`src/rtl/pipe_hazard_ctrl_pkg.sv`:
```
// Shared types and constants for the pipeline stall/flush sequencer.
// Provides the sequencer state enum, register index width and PC index.
package pipe_hazard_ctrl_pkg;

   localparam int REG_IDX_W = 4;
   localparam logic [REG_IDX_W-1:0] PC_IDX = 4'd15;

   typedef enum logic [1:0] {
      ST_RUN  = 2'd0,
      ST_WAIT = 2'd1,
      ST_ERR  = 2'd2
   } state_t;

endpackage

```
`src/rtl/pipe_raw_detect.sv`:
```
// Combinational RAW / status-register hazard compare for the ID stage.
// Ports: ID source indices/flags, EX and MEM writeback info -> o_hz.
module pipe_raw_detect
   import pipe_hazard_ctrl_pkg::*;
#(
   parameter int FWD_EN = 1
) (
   input  logic                 i_id_valid,
   input  logic [REG_IDX_W-1:0] i_id_src1,
   input  logic [REG_IDX_W-1:0] i_id_src2,
   input  logic                 i_id_two_src,
   input  logic                 i_id_uses_sr,
   input  logic                 i_exe_wb_en,
   input  logic [REG_IDX_W-1:0] i_exe_dest,
   input  logic                 i_exe_mem_r_en,
   input  logic                 i_exe_s,
   input  logic                 i_mem_wb_en,
   input  logic [REG_IDX_W-1:0] i_mem_dest,
   output logic                 o_hz
);

   logic w_match_ex;
   logic w_match_mem;
   logic w_raw;

   assign w_match_ex  = (i_exe_dest == i_id_src1) ||
                        (i_id_two_src && (i_exe_dest == i_id_src2));
   assign w_match_mem = (i_mem_dest == i_id_src1) ||
                        (i_id_two_src && (i_mem_dest == i_id_src2));

   // With forwarding only a load result is too late for EX.
   always_comb begin
      w_raw = 1'b0;
      if (FWD_EN != 0) begin
         w_raw = i_exe_mem_r_en && i_exe_wb_en && w_match_ex;
      end else begin
         w_raw = (i_exe_wb_en && w_match_ex) ||
                 (i_mem_wb_en && w_match_mem);
      end
   end

   assign o_hz = i_id_valid && (w_raw || (i_id_uses_sr && i_exe_s));

endmodule

```
`src/rtl/pipe_hazard_ctrl.sv`:
```
// Central stall/flush sequencer: freezes on slow memory, flushes on taken
// branch, bubbles ID/EX on hazards; drives stage enables and perf counters.
module pipe_hazard_ctrl
   import pipe_hazard_ctrl_pkg::*;
#(
   parameter int FWD_EN      = 1,
   parameter int MEM_TIMEOUT = 255,
   parameter int CNT_W       = 16
) (
   input  logic                 clk,
   input  logic                 rst,
   input  logic                 id_valid,
   input  logic [REG_IDX_W-1:0] id_src1,
   input  logic [REG_IDX_W-1:0] id_src2,
   input  logic                 id_two_src,
   input  logic                 id_uses_sr,
   input  logic                 exe_wb_en,
   input  logic [REG_IDX_W-1:0] exe_dest,
   input  logic                 exe_mem_r_en,
   input  logic                 exe_s,
   input  logic                 mem_wb_en,
   input  logic [REG_IDX_W-1:0] mem_dest,
   input  logic                 mem_req,
   input  logic                 mem_ready,
   input  logic                 branch_taken,
   output logic                 pc_en,
   output logic                 ifid_en,
   output logic                 ifid_flush,
   output logic                 idex_en,
   output logic                 idex_flush,
   output logic                 exmem_en,
   output logic                 memwb_en,
   output logic                 mem_err,
   output logic [CNT_W-1:0]     stall_cnt,
   output logic [CNT_W-1:0]     flush_cnt,
   output logic [CNT_W-1:0]     freeze_cnt
);

   localparam int WC_W = (MEM_TIMEOUT < 2) ? 1 : $clog2(MEM_TIMEOUT + 1);
   localparam logic [WC_W-1:0]  WC_MAX  = WC_W'(MEM_TIMEOUT);
   localparam logic [CNT_W-1:0] CNT_MAX = '1;

   state_t           r_state;
   state_t           w_state_nxt;
   logic [WC_W-1:0]  r_wait_cnt;
   logic [WC_W-1:0]  w_wait_nxt;
   logic             r_mem_err;
   logic             w_mem_err_nxt;
   logic             w_freeze;
   logic             w_hz;
   logic             w_sel_off;
   logic             w_sel_br;
   logic             w_sel_hz;
   logic [CNT_W-1:0] r_stall_cnt;
   logic [CNT_W-1:0] r_flush_cnt;
   logic [CNT_W-1:0] r_freeze_cnt;

   pipe_raw_detect #(
      .FWD_EN (FWD_EN)
   ) u_raw (
      .i_id_valid     (id_valid),
      .i_id_src1      (id_src1),
      .i_id_src2      (id_src2),
      .i_id_two_src   (id_two_src),
      .i_id_uses_sr   (id_uses_sr),
      .i_exe_wb_en    (exe_wb_en),
      .i_exe_dest     (exe_dest),
      .i_exe_mem_r_en (exe_mem_r_en),
      .i_exe_s        (exe_s),
      .i_mem_wb_en    (mem_wb_en),
      .i_mem_dest     (mem_dest),
      .o_hz           (w_hz)
   );

   always_ff @(posedge clk) begin
      if (rst) begin
         r_state    <= ST_RUN;
         r_wait_cnt <= '0;
         r_mem_err  <= 1'b0;
      end else begin
         r_state    <= w_state_nxt;
         r_wait_cnt <= w_wait_nxt;
         r_mem_err  <= w_mem_err_nxt;
      end
   end

   // Freeze starts in the same cycle the slow access is seen in RUN.
   always_comb begin
      w_state_nxt   = r_state;
      w_wait_nxt    = r_wait_cnt;
      w_mem_err_nxt = r_mem_err;
      w_freeze      = 1'b0;
      unique case (r_state)
         ST_RUN: begin
            if (mem_req && !mem_ready) begin
               w_freeze    = 1'b1;
               w_state_nxt = ST_WAIT;
               w_wait_nxt  = WC_W'(1);
            end
         end
         ST_WAIT: begin
            if (mem_ready) begin
               w_state_nxt = ST_RUN;
               w_wait_nxt  = '0;
            end else begin
               w_freeze = 1'b1;
               if (r_wait_cnt == WC_MAX) begin
                  w_state_nxt   = ST_ERR;
                  w_mem_err_nxt = 1'b1;
               end else begin
                  w_wait_nxt = r_wait_cnt + WC_W'(1);
               end
            end
         end
         ST_ERR: begin
            w_freeze = 1'b1;
         end
         default: begin
            w_freeze    = 1'b1;
            w_state_nxt = ST_RUN;
            w_wait_nxt  = '0;
         end
      endcase
   end

   // Mutually exclusive selects encode the priority order.
   assign w_sel_off = rst || w_freeze;
   assign w_sel_br  = !w_sel_off && branch_taken;
   assign w_sel_hz  = !w_sel_off && !branch_taken && w_hz;

   always_comb begin
      pc_en      = 1'b0;
      ifid_en    = 1'b0;
      ifid_flush = 1'b0;
      idex_en    = 1'b0;
      idex_flush = 1'b0;
      exmem_en   = 1'b0;
      memwb_en   = 1'b0;
      unique case (1'b1)
         w_sel_off: begin
            pc_en = 1'b0;
         end
         w_sel_br: begin
            pc_en      = 1'b1;
            ifid_en    = 1'b1;
            ifid_flush = 1'b1;
            idex_en    = 1'b1;
            idex_flush = 1'b1;
            exmem_en   = 1'b1;
            memwb_en   = 1'b1;
         end
         w_sel_hz: begin
            idex_en    = 1'b1;
            idex_flush = 1'b1;
            exmem_en   = 1'b1;
            memwb_en   = 1'b1;
         end
         default: begin
            pc_en    = 1'b1;
            ifid_en  = 1'b1;
            idex_en  = 1'b1;
            exmem_en = 1'b1;
            memwb_en = 1'b1;
         end
      endcase
   end

   always_ff @(posedge clk) begin
      if (rst) begin
         r_stall_cnt  <= '0;
         r_flush_cnt  <= '0;
         r_freeze_cnt <= '0;
      end else begin
         if (w_sel_hz && (r_stall_cnt != CNT_MAX)) begin
            r_stall_cnt <= r_stall_cnt + CNT_W'(1);
         end
         if (w_sel_br && (r_flush_cnt != CNT_MAX)) begin
            r_flush_cnt <= r_flush_cnt + CNT_W'(1);
         end
         if (w_freeze && (r_freeze_cnt != CNT_MAX)) begin
            r_freeze_cnt <= r_freeze_cnt + CNT_W'(1);
         end
      end
   end

   assign mem_err    = r_mem_err && !rst;
   assign stall_cnt  = r_stall_cnt;
   assign flush_cnt  = r_flush_cnt;
   assign freeze_cnt = r_freeze_cnt;

endmodule

```
`config.mk`:
```
export PLATFORM = sky130hd
export DESIGN_NAME = pipe_hazard_ctrl
export DESIGN_NICKNAME = d
export VERILOG_FILES = /design/src/rtl/pipe_hazard_ctrl_pkg.sv /design/src/rtl/pipe_raw_detect.sv /design/src/rtl/pipe_hazard_ctrl.sv
export SDC_FILE = /design/constraint.sdc
export NUM_CORES = 1
export LEC_CHECK = 0
export BUFFER_PORTS_ARGS = -buffer_cell sky130_fd_sc_hd__buf_4
export CAP_MARGIN = 0
export CORE_MARGIN = 2
export CORE_UTILIZATION = 55
export CTS_BUF_LIST = sky130_fd_sc_hd__clkbuf_4 sky130_fd_sc_hd__clkbuf_8
export CTS_CLUSTER_DIAMETER = 100
export DETAILED_ROUTE_END_ITERATION = 10
export PLACE_DENSITY_LB_ADDON = 0.05
export REMOVE_ABC_BUFFERS = 1
export SYNTH_ARGS = -nofsm -noshare
export SYNTH_HDL_FRONTEND = slang
export SYNTH_SLANG_ARGS = --single-unit
export TNS_END_PERCENT = 30
```
`constraint.sdc`:
```
create_clock -name clk -period 2.2 [get_ports clk]
set_clock_uncertainty 0.05 [all_clocks]
set_input_delay 0.22 -clock clk [delete_from_list [all_inputs] [get_ports clk]]
set_output_delay 0.22 -clock clk [all_outputs]
set_load 0.005 [all_outputs]
```
==> results of run 1 <==
## state kept, by name, summed over array words and instances, names as in the netlist
name	count
freeze_cnt	16
r_mem_err	1
flush_cnt	16
stall_cnt	16
r_wait_cnt	8
r_state	2
## Yosys cell counts (4+ instances only)
master     number  area, um^2
a211oi_1        4        30.0
a21oi_1        19        95.1
and2_1          4        25.0
and3_1          6        37.5
and4_1          5        43.8
clkbuf_1       11        41.3
dfxtp_1        59        1180
ha_1            4        50.1
inv_1           7        26.3
nand2_1        21        78.8
nand3_1        16        80.1
nand4_1        15        93.8
nor2_1         54         203
nor3_1         11        55.1
nor3b_1         4        30.0
nor4_1          5        31.3
o2111ai_1       7        61.3
o211ai_1        6        45.0
o21ai_0        11        55.1
o31ai_1         7        52.6
or2_2           5        31.3
or3_1           6        37.5
or4_1           7        52.6
xnor2_1        18         158
xor2_1         21         184
## what timing repair did
| action | 4_1_cts | 5_1_grt |
|---|---|---|
| gates cloned | 0 | 0 |
| hold buffers | 0 | 0 |
| endpoints found under the setup margin | 3 | 3 |
| gates resized for setup | 1 | 2 |
| setup buffers | 0 | 0 |
## logic make-up (layout without fill, tap and decap cells)
kind of cell    Yosys count  after routing  synth area share (%)
fa+ha+maj                 4              4                  1.59
buf+inv                  24            118                  3.74
compound gates           69             69                  15.0
simple gates            171            171                  29.1
xor+xnor                 39             39                  10.9
flops                    59             59                  37.6
mux                       6              6                  2.03
## worst max path at each step
stage	from	end	slack, ps	cells after the start
2_1_floorplan	exe_dest[1]	idex_flush	60	5
3_3_place_gp	id_src1[1]	stall_cnt[15]$_SDFFE_PP0P_	140	7
3_5_place_dp	id_src1[1]	stall_cnt[14]$_SDFFE_PP0P_	80	7
4_1_cts	r_state[0]$_SDFFE_PP0P_	pc_en	20	5
5_1_grt	stall_cnt[13]$_SDFFE_PP0P_	stall_cnt[1]$_SDFFE_PP0P_	9	6
6_report	r_state[0]$_SDFFE_PP0P_	idex_flush	100	5
## through the flow
stage	hold WS [ps]	area [um^2]	setup WS (ps)
global route	180	4060	9.24
floorplan	239	3050	59.2
global placement	391	3870	139
detailed placement	404	3870	80.8
finish	174	4060	102
CTS	163	4060	21.2
## final cells by class
cell class | instances | area (um^2)
multi-input combinational | 289 | 1850
fill | 470 | 1450
sequential | 59 | 1180
timing repair buffer | 96 | 721
clock buffer | 12 | 146
tap | 72 | 90.1
clock inverter | 3 | 40.0
inverter | 7 | 26.3
## tightest hold or removal path, stage by stage
cell and delay [ps]:
buf_4 90, nor2_1 70, nand2_1 70, a21oi_1 50
## power by group
group	internal [mW]	switching, mW
combinational	0.0892	0.0986
sequential	1.08	0.0106
clock	0.551	0.394
total	1.72	0.503
## layer usage
metal  up-vias  share of wire (%)
li1       1551                  -
met2        84                 49
met4         0                2.1
met1      1424                 45
met5         -                  0
met3        15                4.2
==> results.yml, run 1 <==
drt:
  ant_nets: 0
  wl_per_cell_um: 13.5
  avgViaCountPerCell: 5.71
  totalWireLength_um: 7270
  drtIter0Drc: 101
  dr.pass1.iters: 5
  drcViolationCount: 0
  num_vias: 3074
yosys:
  synth_top_flop_cell: "dfxtp_1"
  yosys_register_bits: 59
  synth_edf_count: 0
  syn_area_mm2: 0.00314
  synth_cells: 372
  ys_types: 48
  yosys_warnings: 0
  synthArstFlopShare_pct: 0
  syn_avg_cell_area_um2: 8.44
  yosysSeqAreaShare_pct: 37.6
sta:
  drv_slew: 0
  worstMarginPinSlew_ps: 652
  rsz0062_at_grt: "no"
  finalSetupTns_ps: 0
  finalHoldViolCount: 0
  period_needed_ps: 2100
  slew_headroom_pct: 56.2
  fin_crit_sh_pct: 95.4
  fmax_ghz: 0.477
  setup_viol: 0
global_routing:
  met3_usage_pct: 5.66
  grt.total_usage_pct: 24.2
  grt_overflow: 0
  gr-max-usage-layer: "met2"
  grt_first_pass_wirelength_um: 12300
  first_global_vias: 2825
  grt_start_max_net_pins: 56
  gr-usage-met1_pct: 29.4
  antenna_found_initial: 0
  grt.met2_usage_pct: 40.1
critical_path:
  regToRegSetupSlack_ps: 210
  crit_type: "register to primary output"
  crit_family: "simple AND/OR/NAND/NOR gates"
  r2r_start: "stall_cnt[2]$_SDFFE_PP0P_"
  worstPathCellList: "o21ba_2 > or4_4 > nor2_2 > or2_2 > buf_4"
  cpMaxStageDelayCell: "or4_4"
  r2r-end: "stall_cnt[15]$_SDFFE_PP0P_"
  required_ps: 1930
  crit_buf_inv: 1
  crit_path_start_kind: "register"
  cp_slowest_stage_delay_ps: 590
  end_kind: "primary output"
  worstPathMaxFanout: 5
  arrival_ps: 1830
  reg2reg_depth: 5
hold_path:
  hold_path_depth: 4
  hold_class: "input port to register"
  min_from: "mem_ready"
  min_to: "r_wait_cnt[0]$_SDFFE_PP0P_"
clock_tree:
  clk_path_buf_depth: 2
  clock-sinks: 59
  htreeDepth: 3
  tritoncts: "done"
  cts_buffers: 9
  clock_latency_ps: 330
  clockRootBuffer: "clkbuf_8"
  path_clk_slew_ps: 60
cells_and_area:
  diodes: 0
  final_core_util_pct: 73.7
  layout_common_cells: "buf_4 (96), dfxtp_1 (59), nor2_1 (53)"
  layout.cells.most_common: "buf_4"
  fin_cells: 538
  synthToLayoutAreaGrowth_pct: 29.2
  drive_above_1_share_pct: 27.7
  finalNetCount: 494
outcome:
  status: "completed"
placement:
  place.gp.congestion: 0.858
  dp_cells: 523
  port_buffers: 78
  hpwlAfterDp_um: 5340
pwr:
  ir_drop_v: 0.000333
  p_per_area_mw_per_mm2: 547
  leakage_nw: 1.54
  p_total_mw: 2.22
die:
  coreArea_mm2: 0.00551
  dieWidth_um: 79.6
  initial_utilization_pct: 57.0
  die_y_um: 79.6
  rows: 27
  dieArea_mm2: 0.00633
  io_pins: 84
run:
  cap_violations: 0
Note: power is estimated with default switching activity, not from simulation.
==> inputs of run 2 (changes only) <==
- CELL_PAD_IN_SITES_DETAIL_PLACEMENT: unset -> 1
- CELL_PAD_IN_SITES_GLOBAL_PLACEMENT: unset -> 2
- CORE_UTILIZATION: 55 -> 31
==> results.yml, run 2 (same netlist as run 1, synthesis figures left out) <==
drt:
  num_vias: 3144
  drcViolationCount: 0
  dr.pass1.iters: 4
  avgViaCountPerCell: 5.14
  wl_per_cell_um: 14.8
  drtIter0Drc: 87
  ant_nets: 0
  totalWireLength_um: 9030
sta:
  rsz0062_at_grt: "no"
  fmax_ghz: 0.475
  slew_headroom_pct: 58.5
  drv_slew: 0
  worstMarginPinSlew_ps: 623
  fin_crit_sh_pct: 95.7
  setup_viol: 0
  finalHoldViolCount: 0
  finalSetupTns_ps: 0
  period_needed_ps: 2110
  layout_setup_ws_ps: 94.7
critical_path:
  required_ps: 1930
  worstPathMaxFanout: 5
  cp_slowest_stage_delay_ps: 570
  cpMaxStageDelayCell: "or4_4"
  crit_family: "simple AND/OR/NAND/NOR gates"
  arrival_ps: 1840
  worstPathCellList: "or2_4 > or4_4 > nor2_4 > or2_2 > buf_4"
  crit_buf_inv: 1
  crit_path_start_kind: "register"
  crit_type: "register to primary output"
  end_kind: "primary output"
clock_tree:
  clockRootBuffer: "clkbuf_8"
  postCtsHoldBufs: 0
  clock-sinks: 59
  tritoncts: "done"
  htreeDepth: 3
  clock_latency_ps: 340
  clk_path_buf_depth: 2
  cts_buffers: 9
  postCtsSetupBuffers: 0
  path_clk_slew_ps: 60
pwr:
  switchingPower_mw: 0.560
  power_frac_seq_pct: 50.4
  pwr-share-clk_pct: 40.3
  p_int_mw: 1.60
  leakage_nw: 1.60
  p_per_area_mw_per_mm2: 509
  p_total_mw: 2.16
  switching_share_pct: 26.0
  combinationalPowerShare_pct: 9.3
  ir_drop_v: 0.000250
die:
  coreArea_mm2: 0.00982
  dieArea_mm2: 0.0110
  die_y_um: 105
  dieWidth_um: 105
  io_pins: 84
  rows: 36
  initial_utilization_pct: 32.0
cells_and_area:
  synthToLayoutAreaGrowth_pct: 35.0
  diodes: 0
  finalNetCount: 507
  layout.cells.most_common: "buf_4"
  layout_common_cells: "buf_4 (109), dfxtp_1 (59), nor2_1 (53)"
  fill_cells: 1220
  drive_above_1_share_pct: 29.6
placement:
  place.gp.congestion: 0.757
  port_buffers: 78
  hpwlAfterDp_um: 6770
  post-place-ws_ps: 54.4
global_routing:
  grt.total_usage_pct: 17.1
  grt_overflow: 0
  grt_first_pass_wirelength_um: 15500
  antenna_found_initial: 0
  first_global_vias: 3188
  grt_start_max_net_pins: 56
outcome:
  status: "completed"
run:
  cap_violations: 0
hold_path:
  hold_class: "input port to register"
[run 2: cell types whose count changed in the layout (fill, tap and decap cells not counted), sizes merged]
cell,previous run,this run
clkinv,2,3
clkinvlp,0,2
buf,96,109
clkbuf,12,10
bufinv,1,0
[run 2: metal layers]
layer	track usage, %	share of wire (%)	wire, um	vias to the layer above
li1	-	-	-	1569
met1	20.6	44	3960	1527
met2	30.9	52	4720	40
met3	3.99	3.2	286	8
met4	3.71	0.78	70	0
met5	0	0	0	-
[run 2: worst register-to-register path: stages (launching register included)]
cell and delay [ps]:
dfxtp_1 320, or2_4 290, or4_4 570, or4_1 510, a21oi_1 170
[run 2: layout make-up]
| type | instances | area (um^2) | area share, % |
|---|---|---|---|
| clock inverter | 5 | 30.0 | 0.708 |
| tap | 133 | 166 | 3.93 |
| timing repair buffer | 109 | 818 | 19.3 |
| inverter | 7 | 26.3 | 0.620 |
| multi-input combinational | 289 | 1880 | 44.3 |
| sequential | 59 | 1180 | 27.9 |
| clock buffer | 10 | 138 | 3.25 |
[run 2: timing repair]
item                                   4_1_cts  5_1_grt
endpoints found under the hold margin        0        0
resized for setup                            3        4
setup endpoints to repair                    3        6
[run 2: worst paths after layout]
kind | cells past startpoint | start | endpoint | slack [ps]
max reg2reg | 4 | r_state[1]$_SDFFE_PP0P_ | stall_cnt[9]$_SDFFE_PP0P_ | 220
max | 5 | r_state[1]$_SDFFE_PP0P_ | idex_flush | 90
min reg2reg | 2 | r_wait_cnt[1]$_SDFFE_PP0P_ | r_wait_cnt[1]$_SDFFE_PP0P_ | 460
min | 4 | mem_ready | r_wait_cnt[0]$_SDFFE_PP0P_ | 180
[run 2: metrics by stage]
| stage | area, um^2 | hold slack, ps | instances | util [%] |
|---|---|---|---|---|
| 2_1_floorplan | 3050 | 239 | 355 | - |
| 3_3_place_gp | 4040 | 392 | 597 | 41.1 |
| 3_5_place_dp | 4040 | 444 | 597 | 41.1 |
| 4_1_cts | 4210 | 174 | 612 | 42.9 |
| 5_1_grt | 4240 | 197 | 612 | 43.2 |
| 6_report | 4240 | 178 | 612 | 43.2 |
[run 2: power by group through the flow]
stage          clock network [mW]  logic (mW)  registers, mW
6_report                    0.869       0.201           1.09
5_1_grt                     0.945       0.223           1.09
4_1_cts                     0.906       0.200           1.09
3_5_place_dp                    0       0.198           1.11
3_3_place_gp                    0       0.194           1.11
2_1_floorplan                   0      0.0780           1.11
==> inputs of run 3 (changes only) <==
- CORE_MARGIN: 2 -> unset
- REMOVE_ABC_BUFFERS: 1 -> unset
==> results.yml, run 3 (same netlist as run 1, synthesis figures left out) <==
sta:
  fmax_ghz: 0.474
  finalSetupTns_ps: 0
  period_needed_ps: 2110
  rsz0062_at_grt: "no"
  finalHoldViolCount: 0
  fin_crit_sh_pct: 95.9
  holdWs_ps: 178
  setup_viol: 0
  drv_slew: 0
  worstMarginPinSlew_ps: 596
  layout_setup_ws_ps: 89.5
  slew_headroom_pct: 60.2
global_routing:
  met3_usage_pct: 3.66
  antenna_found_initial: 0
  grt_first_pass_wirelength_um: 14400
  grt.total_usage_pct: 17.4
  grt_overflow: 0
  grt_start_max_net_pins: 56
  grt.met2_usage_pct: 28.7
  first_global_vias: 3036
  gr-usage-met1_pct: 22.4
  gr-max-usage-layer: "met2"
die:
  initial_utilization_pct: 32.1
  io_pins: 84
  rows: 36
  coreArea_mm2: 0.00977
  dieWidth_um: 103
  die_y_um: 103
  dieArea_mm2: 0.0105
clock_tree:
  postCtsHoldBufs: 0
  clockRootBuffer: "clkbuf_8"
  cts_buffers: 9
  htreeDepth: 3
  cts_resized: 3
  clock_latency_ps: 330
  clock-sinks: 59
  path_clk_slew_ps: 60
  postCtsSetupBuffers: 0
  tritoncts: "done"
  clk_path_buf_depth: 2
critical_path:
  worstPathCellList: "o21ba_2 > or4_4 > nor2_4 > or2_2 > buf_4"
  required_ps: 1930
  crit_buf_inv: 1
  crit_type: "register to primary output"
  arrival_ps: 1840
  end_kind: "primary output"
  cpMaxStageDelayCell: "or4_4"
  worstPathMaxFanout: 5
  crit_path_start_kind: "register"
  cp_slowest_stage_delay_ps: 590
  crit_family: "simple AND/OR/NAND/NOR gates"
drt:
  drcViolationCount: 0
  ant_nets: 0
  dr.pass1.iters: 4
  totalWireLength_um: 8890
  avgViaCountPerCell: 5.16
  wl_per_cell_um: 14.6
  drtIter0Drc: 83
  num_vias: 3131
pwr:
  ir_drop_v: 0.000240
  power_frac_seq_pct: 48.8
  switching_share_pct: 24.8
  p_int_mw: 1.67
  leakage_nw: 1.58
  p_per_area_mw_per_mm2: 529
  p_total_mw: 2.22
  combinationalPowerShare_pct: 9.1
  switchingPower_mw: 0.551
  pwr-share-clk_pct: 42.1
run:
  cap_violations: 0
placement:
  place_area_mm2: 0.00400
  hpwlAfterDp_um: 6480
  port_buffers: 78
  place.gp.congestion: 0.771
  post-place-ws_ps: -25.7
cells_and_area:
  fin_area_mm2: 0.00421
  fill_cells: 1195
  layout_common_cells: "buf_4 (103), dfxtp_1 (59), nor2_1 (53)"
  drive_above_1_share_pct: 28.9
  diodes: 0
  synthToLayoutAreaGrowth_pct: 33.9
  layout.cells.most_common: "buf_4"
  finalNetCount: 502
outcome:
  status: "completed"
hold_path:
  hold_class: "input port to register"
yosys:
  syn_nets: 404
==> run 3: cell types whose count changed in the layout (fill, tap and decap cells not counted) <==
cell and change:
o21ba_4 -1, buf_6 +1, o21ba_2 +1, clkbuf_4 +1, o31ai_2 +1, o31ai_4 -1, clkinv_2 -1, clkbuf_8 +2
buf_4 -6, clkinvlp_4 -2
==> run 3: final cells by class <==
type                       instances  area [um^2]  area share [%]
tap                              133          166            3.96
inverter                           7         26.3           0.625
sequential                        59         1180            28.1
clock inverter                     2         10.0           0.238
clock buffer                      13          173            4.11
timing repair buffer             104          785            18.7
multi-input combinational        289         1860            44.3
==> run 3: metal layers <==
metal	vias to the layer above	part of all wire (%)
met5	-	0
li1	1567	-
met4	0	0.97
met3	6	4.4
met2	55	47
met1	1503	48
==> run 3: path summary, 6_finish.rpt <==
check                                        startpoint                    endpoint  slack (ps)  depth (start not counted)
worst max-delay path            r_state[0]$_SDFFE_PP0P_                  idex_flush          90                          5
worst max register to register  r_state[0]$_SDFFE_PP0P_   stall_cnt[7]$_SDFFE_PP0P_         210                          6
worst min-delay path                          mem_ready  r_wait_cnt[0]$_SDFFE_PP0P_         180                          4
worst min register to register   r_mem_err$_SDFFE_PP0P_      r_mem_err$_SDFFE_PP0P_         430                          2
==> run 3: metrics by stage <==
step / utilization (%) / cells
detailed placement: 40.9 / 592
floorplan: - / 372
global placement: 40.9 / 592
global route: 43.0 / 607
finish: 43.0 / 607
CTS: 42.9 / 607
==> run 3: power by group through the flow <==
stage          clock, mW  combinational [mW]  sequential, mW
6_report           0.937               0.202            1.08
2_1_floorplan          0               0.104            1.11
3_3_place_gp           0               0.196            1.11
5_1_grt             1.04               0.225            1.09
3_5_place_dp           0               0.200            1.11
4_1_cts            0.977               0.204            1.08
==> run 3: tightest hold or removal path, stage by stage <==
cell     delay, ps
buf_4          100
nor2_1          70
nand2_1         60
a21oi_1         50
